$ cat config.mk
export PLATFORM = sky130hd
export DESIGN_NAME = imem_dmem_arbiter_flat
export DESIGN_NICKNAME = d
export VERILOG_FILES = /design/src/rtl/imem_dmem_arbiter_pkg.sv /design/src/rtl/imem_dmem_arbiter_if.sv /design/src/rtl/imem_dmem_arbiter_arb_prio_starve.sv /design/src/rtl/imem_dmem_arbiter.sv /design/src/flat_wrapper.sv
export SDC_FILE = /design/constraint.sdc
export NUM_CORES = 1
export LEC_CHECK = 0
export BUFFER_PORTS_ARGS = -buffer_cell sky130_fd_sc_hd__buf_2
export CORE_AREA = 10 10 171 173
export DETAILED_ROUTE_END_ITERATION = 6
export DIE_AREA = 0 0 181 183
export PLACE_DENSITY = 0.67
export SYNTH_ARGS = -nofsm -noshare
export SYNTH_HDL_FRONTEND = slang
export SYNTH_HIERARCHICAL = 1
export SYNTH_SLANG_ARGS = --single-unit
export TNS_END_PERCENT = 20
$ cat constraint.sdc
create_clock -name clk -period 18.9 [get_ports clk]
set_clock_uncertainty 0.05 [all_clocks]
set_input_delay 0.945 -clock clk [delete_from_list [all_inputs] [get_ports clk]]
set_output_delay 0.945 -clock clk [all_outputs]
set_load 0.01 [all_outputs]
$ cat src/rtl/imem_dmem_arbiter_pkg.sv
`default_nettype none
// ============================================================================
// Module   : mem_arb_pkg
// Purpose  : Shared types and constants for the instruction/data memory
//            arbiter: FSM state encoding, transaction owner encoding, the
//            doubleword alignment width and an address-alignment helper.
// Revision : 1.0 - initial release
// ============================================================================
package mem_arb_pkg;

    localparam int ADDR_ALIGN_BITS = 3;

    typedef enum logic [1:0] {
        IDLE = 2'd0,
        REQ  = 2'd1,
        WAIT = 2'd2,
        RESP = 2'd3
    } state_t;

    typedef enum logic {
        OWN_I = 1'b0,
        OWN_D = 1'b1
    } owner_t;

    // Clears the byte-offset bits so the memory always sees a doubleword address.
    function automatic logic [63:0] align_dw(input logic [63:0] addr);
        return addr & ~((64'd1 << ADDR_ALIGN_BITS) - 64'd1);
    endfunction

endpackage
`default_nettype wire

$ cat src/rtl/imem_dmem_arbiter_if.sv
`default_nettype none
// ============================================================================
// Module   : imem_dmem_arbiter_if
// Purpose  : Bundles the core-facing fetch/data ports and the unified
//            memory port of the arbiter.
// Modports : slave  - the arbiter (consumes core requests and memory
//                     responses, produces core responses and memory requests)
//            master - the surrounding core + memory environment
// Revision : 1.0 - initial release
// ============================================================================
interface imem_dmem_arbiter_if;

    // Instruction fetch port
    logic        i_valid;
    logic [31:0] i_addr;
    logic        i_ready;
    logic [31:0] i_inst;
    logic        i_err;

    // Data port
    logic        d_valid;
    logic        d_we;
    logic [63:0] d_addr;
    logic [63:0] d_wdata;
    logic        d_ready;
    logic [63:0] d_rdata;
    logic        d_err;

    // Unified memory port
    logic        mem_req;
    logic        mem_we;
    logic [63:0] mem_addr;
    logic [63:0] mem_wdata;
    logic        mem_gnt;
    logic        mem_ack;
    logic [63:0] mem_rdata;

    modport slave (
        input  i_valid, i_addr, d_valid, d_we, d_addr, d_wdata,
        input  mem_gnt, mem_ack, mem_rdata,
        output i_ready, i_inst, i_err, d_ready, d_rdata, d_err,
        output mem_req, mem_we, mem_addr, mem_wdata
    );

    modport master (
        output i_valid, i_addr, d_valid, d_we, d_addr, d_wdata,
        output mem_gnt, mem_ack, mem_rdata,
        input  i_ready, i_inst, i_err, d_ready, d_rdata, d_err,
        input  mem_req, mem_we, mem_addr, mem_wdata
    );

endinterface
`default_nettype wire

$ cat src/rtl/imem_dmem_arbiter_arb_prio_starve.sv
`default_nettype none
// ============================================================================
// Module   : arb_prio_starve
// Purpose  : Data-first grant selection with an instruction anti-starvation
//            guard. Grants are combinational and only valid while arb_en_i
//            is high (arbiter idle). Owns the saturating starve counter.
// Ports    : clk, rst      - clock, asynchronous active-high reset
//            arb_en_i      - arbiter is in its decision cycle
//            i_valid_i     - fetch request pending
//            d_valid_i     - data request pending
//            grant_i_o     - fetch wins this decision
//            grant_d_o     - data wins this decision
// Revision : 1.0 - initial release
// ============================================================================
module arb_prio_starve #(
    parameter int STARVE_MAX = 4
) (
    input  wire logic clk,
    input  wire logic rst,
    input  wire logic arb_en_i,
    input  wire logic i_valid_i,
    input  wire logic d_valid_i,
    output logic      grant_i_o,
    output logic      grant_d_o
);

    localparam logic [3:0] STARVE_LIMIT = 4'(STARVE_MAX);

    logic [3:0] starve_q;

    always_comb begin
        grant_d_o = arb_en_i && d_valid_i && (!i_valid_i || (starve_q < STARVE_LIMIT));
        grant_i_o = arb_en_i && i_valid_i && !grant_d_o;
    end

    // Counts D grants that bypassed a waiting fetch; any decision cycle with
    // no fetch pending, or a fetch grant, restarts the count.
    always_ff @(posedge clk or posedge rst) begin
        if (rst) begin
            starve_q <= 4'd0;
        end else if (arb_en_i) begin
            if (grant_i_o || !i_valid_i) begin
                starve_q <= 4'd0;
            end else if (grant_d_o && (starve_q != 4'hF)) begin
                starve_q <= starve_q + 4'd1;
            end
        end
    end

endmodule
`default_nettype wire

$ cat src/rtl/imem_dmem_arbiter.sv
`default_nettype none
// ============================================================================
// Module   : imem_dmem_arbiter
// Purpose  : Shares one 64-bit memory port between the instruction-fetch and
//            data ports of a core. One transaction in flight; IDLE picks an
//            owner, REQ holds mem_req until mem_gnt, WAIT waits for mem_ack
//            (or aborts after TIMEOUT cycles), RESP pulses the owner's ready.
// Ports    : clk  - clock
//            rst  - asynchronous active-high reset
//            bus  - imem_dmem_arbiter_if.slave (core + memory signals)
// Revision : 1.0 - initial release
// ============================================================================
module imem_dmem_arbiter
    import mem_arb_pkg::*;
#(
    parameter int STARVE_MAX = 4,
    parameter int TIMEOUT    = 255
) (
    input wire logic            clk,
    input wire logic            rst,
    imem_dmem_arbiter_if.slave  bus
);

    localparam logic [7:0] TMO_LAST = 8'(TIMEOUT - 1);

    state_t      state_q;
    owner_t      owner_q;
    logic        sel_hi_q;
    logic [7:0]  tmo_q;
    logic        mem_req_q;
    logic        mem_we_q;
    logic [63:0] mem_addr_q;
    logic [63:0] mem_wdata_q;
    logic        i_ready_q;
    logic [31:0] i_inst_q;
    logic        i_err_q;
    logic        d_ready_q;
    logic [63:0] d_rdata_q;
    logic        d_err_q;

    logic        grant_i;
    logic        grant_d;

    arb_prio_starve #(
        .STARVE_MAX (STARVE_MAX)
    ) u_arb (
        .clk       (clk),
        .rst       (rst),
        .arb_en_i  (state_q == IDLE),
        .i_valid_i (bus.i_valid),
        .d_valid_i (bus.d_valid),
        .grant_i_o (grant_i),
        .grant_d_o (grant_d)
    );

    always_ff @(posedge clk or posedge rst) begin
        if (rst) begin
            state_q     <= IDLE;
            owner_q     <= OWN_I;
            sel_hi_q    <= 1'b0;
            tmo_q       <= 8'd0;
            mem_req_q   <= 1'b0;
            mem_we_q    <= 1'b0;
            mem_addr_q  <= 64'd0;
            mem_wdata_q <= 64'd0;
            i_ready_q   <= 1'b0;
            i_inst_q    <= 32'd0;
            i_err_q     <= 1'b0;
            d_ready_q   <= 1'b0;
            d_rdata_q   <= 64'd0;
            d_err_q     <= 1'b0;
        end else begin
            case (state_q)
                IDLE: begin
                    if (grant_d) begin
                        owner_q     <= OWN_D;
                        mem_we_q    <= bus.d_we;
                        mem_addr_q  <= align_dw(bus.d_addr);
                        mem_wdata_q <= bus.d_wdata;
                        sel_hi_q    <= 1'b0;
                        mem_req_q   <= 1'b1;
                        state_q     <= REQ;
                    end else if (grant_i) begin
                        owner_q     <= OWN_I;
                        mem_we_q    <= 1'b0;
                        mem_addr_q  <= align_dw({32'd0, bus.i_addr});
                        mem_wdata_q <= 64'd0;
                        // Picks which 32-bit half of the doubleword is the instruction.
                        sel_hi_q    <= bus.i_addr[2];
                        mem_req_q   <= 1'b1;
                        state_q     <= REQ;
                    end
                end

                REQ: begin
                    if (bus.mem_gnt) begin
                        mem_req_q <= 1'b0;
                        tmo_q     <= 8'd0;
                        state_q   <= WAIT;
                    end
                end

                WAIT: begin
                    // An ack on the final allowed cycle still counts as success.
                    if (bus.mem_ack) begin
                        if (owner_q == OWN_I) begin
                            i_inst_q  <= sel_hi_q ? bus.mem_rdata[63:32] : bus.mem_rdata[31:0];
                            i_ready_q <= 1'b1;
                        end else begin
                            d_rdata_q <= bus.mem_rdata;
                            d_ready_q <= 1'b1;
                        end
                        state_q <= RESP;
                    end else if (tmo_q == TMO_LAST) begin
                        if (owner_q == OWN_I) begin
                            i_ready_q <= 1'b1;
                            i_err_q   <= 1'b1;
                        end else begin
                            d_ready_q <= 1'b1;
                            d_err_q   <= 1'b1;
                        end
                        state_q <= RESP;
                    end else begin
                        tmo_q <= tmo_q + 8'd1;
                    end
                end

                RESP: begin
                    i_ready_q <= 1'b0;
                    i_err_q   <= 1'b0;
                    d_ready_q <= 1'b0;
                    d_err_q   <= 1'b0;
                    state_q   <= IDLE;
                end

                default: begin
                    state_q <= IDLE;
                end
            endcase
        end
    end

    assign bus.mem_req   = mem_req_q;
    assign bus.mem_we    = mem_we_q;
    assign bus.mem_addr  = mem_addr_q;
    assign bus.mem_wdata = mem_wdata_q;
    assign bus.i_ready   = i_ready_q;
    assign bus.i_inst    = i_inst_q;
    assign bus.i_err     = i_err_q;
    assign bus.d_ready   = d_ready_q;
    assign bus.d_rdata   = d_rdata_q;
    assign bus.d_err     = d_err_q;

endmodule
`default_nettype wire

$ cat src/flat_wrapper.sv
// flat-port wrapper written by rule: the top's interface ports become plain ports
module imem_dmem_arbiter_flat import mem_arb_pkg::*;
#(
    parameter int STARVE_MAX = 4,
    parameter int TIMEOUT    = 255
)
  (clk, rst, bus_i_valid, bus_i_addr, bus_d_valid, bus_d_we, bus_d_addr, bus_d_wdata, bus_mem_gnt, bus_mem_ack, bus_mem_rdata, bus_i_ready, bus_i_inst, bus_i_err, bus_d_ready, bus_d_rdata, bus_d_err, bus_mem_req, bus_mem_we, bus_mem_addr, bus_mem_wdata);
  imem_dmem_arbiter_if bus_i ();
  input wire logic clk;
  input wire logic rst;
  input wire logic [$bits(bus_i.i_valid)-1:0] bus_i_valid;
  input wire logic [$bits(bus_i.i_addr)-1:0] bus_i_addr;
  input wire logic [$bits(bus_i.d_valid)-1:0] bus_d_valid;
  input wire logic [$bits(bus_i.d_we)-1:0] bus_d_we;
  input wire logic [$bits(bus_i.d_addr)-1:0] bus_d_addr;
  input wire logic [$bits(bus_i.d_wdata)-1:0] bus_d_wdata;
  input wire logic [$bits(bus_i.mem_gnt)-1:0] bus_mem_gnt;
  input wire logic [$bits(bus_i.mem_ack)-1:0] bus_mem_ack;
  input wire logic [$bits(bus_i.mem_rdata)-1:0] bus_mem_rdata;
  output wire logic [$bits(bus_i.i_ready)-1:0] bus_i_ready;
  output wire logic [$bits(bus_i.i_inst)-1:0] bus_i_inst;
  output wire logic [$bits(bus_i.i_err)-1:0] bus_i_err;
  output wire logic [$bits(bus_i.d_ready)-1:0] bus_d_ready;
  output wire logic [$bits(bus_i.d_rdata)-1:0] bus_d_rdata;
  output wire logic [$bits(bus_i.d_err)-1:0] bus_d_err;
  output wire logic [$bits(bus_i.mem_req)-1:0] bus_mem_req;
  output wire logic [$bits(bus_i.mem_we)-1:0] bus_mem_we;
  output wire logic [$bits(bus_i.mem_addr)-1:0] bus_mem_addr;
  output wire logic [$bits(bus_i.mem_wdata)-1:0] bus_mem_wdata;
  assign bus_i.i_valid = bus_i_valid;
  assign bus_i.i_addr = bus_i_addr;
  assign bus_i.d_valid = bus_d_valid;
  assign bus_i.d_we = bus_d_we;
  assign bus_i.d_addr = bus_d_addr;
  assign bus_i.d_wdata = bus_d_wdata;
  assign bus_i.mem_gnt = bus_mem_gnt;
  assign bus_i.mem_ack = bus_mem_ack;
  assign bus_i.mem_rdata = bus_mem_rdata;
  assign bus_i_ready = bus_i.i_ready;
  assign bus_i_inst = bus_i.i_inst;
  assign bus_i_err = bus_i.i_err;
  assign bus_d_ready = bus_i.d_ready;
  assign bus_d_rdata = bus_i.d_rdata;
  assign bus_d_err = bus_i.d_err;
  assign bus_mem_req = bus_i.mem_req;
  assign bus_mem_we = bus_i.mem_we;
  assign bus_mem_addr = bus_i.mem_addr;
  assign bus_mem_wdata = bus_i.mem_wdata;
  imem_dmem_arbiter #(.STARVE_MAX(STARVE_MAX), .TIMEOUT(TIMEOUT)) u_core (.clk(clk), .rst(rst), .bus(bus_i));
endmodule
* Word-level counts from Yosys, hierarchy flattened
Cells that the tools add are included.
** Operators by class
- Add/sub/neg operators :: 2
- $lt $le $gt $ge :: 1
- Equality and inequality tests :: 13
- Reductions and logical operators :: 25
- Bitwise logic cells :: 1
- Muxes and demuxes :: 42
** Operator list (count)
- $mux 64 :: 4
- $mux 32 :: 1
- $mux 8 :: 3
- $mux 1 :: 20
- $pmux 8 s2 :: 1
- $reduce_and 3->1 :: 4
- $reduce_and 4->1 :: 3
- $mux 2 :: 5
- $pmux 1 s2 :: 5
- $reduce_bool 2->1 :: 5
- $add 8x1->8 const B :: 1
- $eq 8x8->1 const B :: 1
- $mux 4 :: 2
- $ne 2x2->1 const B :: 4
- $pmux 2 s4 :: 1
- $reduce_and 2->1 :: 3
- $logic_and 1x1->1 :: 5
- $add 4x1->4 const B :: 1
- $eq 2x2->1 const B :: 2
- $lt 4x3->1 const B :: 1
- $ne 2x1->1 const B :: 2
- $ne 4x4->1 const B :: 1
- $ne 3x1->1 const B :: 1
- $ne 3x2->1 const B :: 1
- 5 further kinds :: 7
** Storage, ports and cells
- Output and inout port bits :: 230
- Bits of input ports :: 231
- Word-level logic and storage cells :: 99
- Flip-flop bits (word level) :: 246

* Depth between registers and ports, before layout
- Depth after elaboration :: 8
- Gate-level depth with buffers :: 10
- Mapped depth without buffers :: 8

* By module
Netlist, hierarchy kept.
** Modules (own cells, without submodules)
- imem_dmem_arbiter :: sequential area each 5980.7 um^2, area an instance 9923.3 um^2, times used 1, cells an instance 926
- arb_prio_starve :: sequential area each 100.1 um^2, area an instance 211.5 um^2, times used 1, cells an instance 22

* Least setup slack after synthesis
No wires, ideal clock.
- Path type :: input -> register
- From :: input port bus_d_valid
- To :: register u_core.state_q[1]
- Slack :: 16715 ps
- Cell stages on the path :: 7
- Arrival time :: 2007 ps
- Library setup time :: 127 ps
- Buffers on the path :: 1
- Path through :: nand2_1 > a21oi_1 > clkbuf_1 > nor2_1 > a21o_1 > and2b_1 > mux2_1
** On the way
- Word-level cells in the longest chain between the ends :: 6
- Elaborated cells on any way between the ends :: 8
- Classes of those cells :: 1 x eq/ne; 2 x mux; 5 x reduce/logical
** Ends and longest elaborated chain
- start: declaration :: line flat_wrapper.sv:13 : input wire logic [$bits(bus_i.d_valid)-1:0] bus_d_valid;
- $logic_and 1x1->1 * (2 in a row) :: line imem_dmem_arbiter_arb_prio_starve.sv:32 : grant_d_o = arb_en_i && d_valid_i && (!i_valid_i || (starve_q < STARVE_LIMIT));
- net u_core.grant_d :: line imem_dmem_arbiter.sv:42 : logic grant_d;
- $logic_not 1->1 :: line imem_dmem_arbiter_arb_prio_starve.sv:33 : grant_i_o = arb_en_i && i_valid_i && !grant_d_o;
- $logic_and 1x1->1 :: line imem_dmem_arbiter_arb_prio_starve.sv:33
- $ne 3x1->1 (no source line)
- $reduce_and 3->1 (no source line)
- end signal: assignment :: line imem_dmem_arbiter.sv:58 : state_q <= IDLE;
- end signal: assignment :: line imem_dmem_arbiter.sv:82 : state_q <= REQ;
- end signal: assignment :: line imem_dmem_arbiter.sv:91 : state_q <= REQ;
- end: declaration :: line imem_dmem_arbiter.sv:26 : state_t state_q;
Mark *: on every way through the listed nets, which the timed path passes. The rest lies on a longest branch.
A chain may end at the register's enable or synchronous reset.

* Worst setup path in the final report
- From :: register u_core.state_q[0]
- To :: register u_core.mem_addr_q[30] (netlist: u_core/bus.mem_addr[30])
** On the way
- Word-level cells in the longest chain between the ends :: 7
- Elaborated cells on any way between the ends :: 9
- Classes of those cells :: 1 x mux; 8 x reduce/logical
** Ends and longest elaborated chain
- $logic_not 2->1 * :: line imem_dmem_arbiter.sv:49 : .arb_en_i (state_q == IDLE),
- $logic_and 1x1->1 * (2 in a row) :: line imem_dmem_arbiter_arb_prio_starve.sv:32
- net u_core.grant_d :: line imem_dmem_arbiter.sv:42
- $logic_not 1->1 :: line imem_dmem_arbiter_arb_prio_starve.sv:33
- $logic_and 1x1->1 :: line imem_dmem_arbiter_arb_prio_starve.sv:33
- $reduce_bool 2->1 (no source line)
- $reduce_and 2->1 (no source line)
- end signal: assignment :: line imem_dmem_arbiter.sv:78 : mem_addr_q <= align_dw(bus.d_addr);
- end signal: assignment :: line imem_dmem_arbiter.sv:86 : mem_addr_q <= align_dw({32'd0, bus.i_addr});
- end: declaration :: line imem_dmem_arbiter.sv:32 : logic [63:0] mem_addr_q;
Marked as above.

==> run_results.csv <==
group,metric,value,unit
outcome,status,"finished, final reports clean",
floorplan,core-area,25800,um^2
routing,drcViolationCount,0,
pwr,peakVddDrop,90.6,uV
floorplan,die_area,33100,um^2
synthesis,synth_edf_count,0,
cts,cts_resized,0,
cts,cts-root-buf,"clkbuf_16",
critical_path,required,19.22,ns
sta,hold_viol,0,
cts,clock_latency,0.53,ns
critical_path,reg2reg_to,"u_core/bus.mem_addr[30]",
global_routing,antenna_found_initial,3,
synthesis,synth_area,10100,um^2
routing,drt_wl_total,33400,um
global_routing,grt_max_degree,115,
floorplan,io_pins,461,
sta,rsz0062_at_grt,"false",
pwr,leakage,0.00737,uW
critical_path,worst_ep_arrival_time,4.15,ns
critical_path,crit_path_end_kind,"flip-flop",
global_routing,grt_pass1_wl,52000,um
critical_path,reg2reg_slack,15.07,ns
cells_and_area,areaGrowthSynthToFinish,34.7,%
synthesis,synth_warnings,6,
sta,tightest_slew,1.14,ns
routing,via_per_inst,4.87,
floorplan,dieHeight,183,um
routing,wire_per_inst,19.3,um
synthesis,synthCells,948,
critical_path,path_class,"flip-flop to flip-flop",
critical_path,critPathLaunchType,"flip-flop",
sta,clock.fmax,0.261,GHz
cts,cts_hold_buf,0,
cells_and_area,nets,1615,
cells_and_area,stdcell_count,1733,
cts,cts.sinks,243,
cts,htreeDepth,1,
sta,slew_headroom,0.236,
synthesis,syn_avg_cell_area,10.7,um^2
global_routing,overflow,0,
critical_path,regToRegStartpoint,"u_core/state_q[0]",
routing,drt_iter0_drc,586,
global_routing,grt_use_total,0.193,
sta,period_needed,3.83,ns
cts,clk_pin_slew_worst_paths,0.06,ns
worst_hold_path,hp-class,"input port to async pin",
routing,first_pass_iters,4,
job,max_cap_viol_count,0,
sta,slew_viol_final,0,
cts,numCtsBuffers,27,
cts,cts.path.max_buffers,3,
cells_and_area,utilization,0.530,
cts,post_cts_buffers,0,
routing,vias,8444,
placement,port_buffers,452,
critical_path,rr_worst_depth,9,
floorplan,chipWidth,181,um
floorplan,initial_core_util,0.393,
global_routing,grt_pass1_vias,8932,
placement,gp_congestion,0.809,
synthesis,yosysSeqAreaShare,0.600,
sta,worst_hold_slack,0.291,ns
placement,hpwlAfterDp,25200,um
routing,ant_nets,0,
cts,cts_tree,"built",
pwr,power.density,167,nW/um^2
synthesis,ys_seq_elements,243,
critical_path,cp_max_fo,76,
sta,min_period_over_period,0.203,
cells_and_area,drive_gt1_frac,0.378,
sta,finalSetupTns,0,ns
sta,setup_violations,0,
synthesis,async_flop_share,1.00,
floorplan,num_rows,59,
synthesis,ys_types,41,
placement,placed_cells,1682,
synthesis,synth_flop_cell,"dfrtp_1",
==> state kept, by name, indices dropped and copies added, names as in the netlist <==
signal and flops:
u_core/bus.mem_req 1, u_core/bus.mem_we 1, u_core/state_q 2, u_core/bus.mem_addr 61, u_core/u_arb/starve_q 4, u_core/bus.d_ready 1, u_core/bus.d_rdata 64, u_core/owner_q 1
u_core/bus.d_err 1, u_core/tmo_q 8, u_core/sel_hi_q 1, u_core/bus.i_err 1, u_core/bus.i_inst 32, u_core/bus.i_ready 1, u_core/bus.mem_wdata 64
==> cell type report <==
type	count	area, um^2
flip-flops and latches	243	6080
clock inverters	17	255
repair buffers	460	2320
well taps	335	419
fillers	2378	12100
multi-input cells	632	3760
diodes	1	2.50
clock buffers	33	758
inverters	12	52.6
==> critical path, stage by stage (launching register included) <==
cell	delay, ns
dfrtp_1	0.41
inv_1	0.12
ha_4	0.21
nand2_1	0.16
a21oi_4	0.04
buf_4	0.37
o21ai_4	0.78
buf_4	0.57
buf_4	0.72
o21ai_0	0.19
==> cell usage in the layout (no fill, tap or decap), drive strengths merged, types with 9 or more instances in the layout <==
cell type / instances
buf: 460
nand2: 268
dfrtp: 243
nand3: 103
mux2: 65
o21ai: 65
mux2i: 63
clkbuf: 33
inv: 14
a21oi: 9
==> how the worst max path moves through the flow <==
stage / depth (start not counted) / slack, ns / end / startpoint
after global routing: 9 / 14.69 / u_core/bus.mem_addr[30] / u_core/state_q[0]
final: 9 / 15.07 / u_core/bus.mem_addr[30] / u_core/state_q[0]
after floorplan: 1 / 11.35 / u_core/bus.d_err / rst
after detailed placement: 8 / 14.70 / u_core/bus.mem_addr[30] / bus_d_valid
after CTS: 9 / 15.00 / u_core/bus.mem_addr[30] / u_core/state_q[0]
after global placement: 8 / 14.71 / u_core/bus.mem_addr[28] / bus_d_valid
==> per-stage QoR <==
step	instance area, um^2	power, uW	worst slack (ns)
3_3_place_gp	12600	1700	14.71
5_1_grt	13700	2450	14.69
2_1_floorplan	10100	1330	11.35
6_report	13700	2290	15.07
4_1_cts	13700	2320	15.00
3_5_place_dp	12600	1730	14.70
==> power breakdown <==
part / internal (uW) / switching (uW) / leakage [uW]
logic: 326 / 492 / 0.00381
clock network: 368 / 217 / 0.000491
registers: 746 / 137 / 0.00307
==> layer usage <==
| metal | global-route usage | up-vias | wire [um] |
|---|---|---|---|
| met5 | 0 | - | 26 |
| met4 | 0.0485 | 4 | 686 |
| met3 | 0.0722 | 49 | 3340 |
| met2 | 0.328 | 381 | 16300 |
| met1 | 0.228 | 3964 | 13100 |
| li1 | - | 4046 | - |
==> synth_stat cells, types with 2 or more instances <==
cell type | count | area share
nand2_1 | 268 | 0.099
dfrtp_1 | 243 | 0.60
nand3_1 | 102 | 0.050
mux2i_1 | 63 | 0.062
mux2_1 | 61 | 0.068
o21ai_1 | 37 | 0.018
buf_2 | 30 | 0.015
o21ai_0 | 28 | 0.014
clkbuf_1 | 25 | 0.0093
inv_1 | 12 | 0.0044
a21oi_1 | 8 | 0.0040
ha_1 | 8 | 0.0099
nand2b_1 | 6 | 0.0037
nor2_1 | 6 | 0.0022
a31oi_1 | 5 | 0.0031
buf_4 | 5 | 0.0037
mux2_2 | 4 | 0.0044
a21o_1 | 3 | 0.0022
buf_1 | 3 | 0.0011
nor2b_1 | 3 | 0.0019
nor4_1 | 3 | 0.0019
o2bb2ai_1 | 3 | 0.0026
nand4_1 | 2 | 0.0012
o32ai_1 | 2 | 0.0017
or2_1 | 2 | 0.0012
==> kinds of logic (layout without fill, tap and decap cells) <==
| group | Yosys count | in the layout | synth area share |
|---|---|---|---|
| flip-flops | 243 | 243 | 0.600 |
| other | 1 | 4 | 0.000370 |
| AO/OA/AOI/OAI | 95 | 95 | 0.0552 |
| AND/OR/NAND/NOR | 398 | 398 | 0.167 |
| adder cells (fa/ha/maj) | 8 | 8 | 0.00988 |
| buffers and inverters | 75 | 522 | 0.0333 |
| multiplexers | 128 | 128 | 0.134 |
Note: power is estimated with default switching activity, not from simulation.
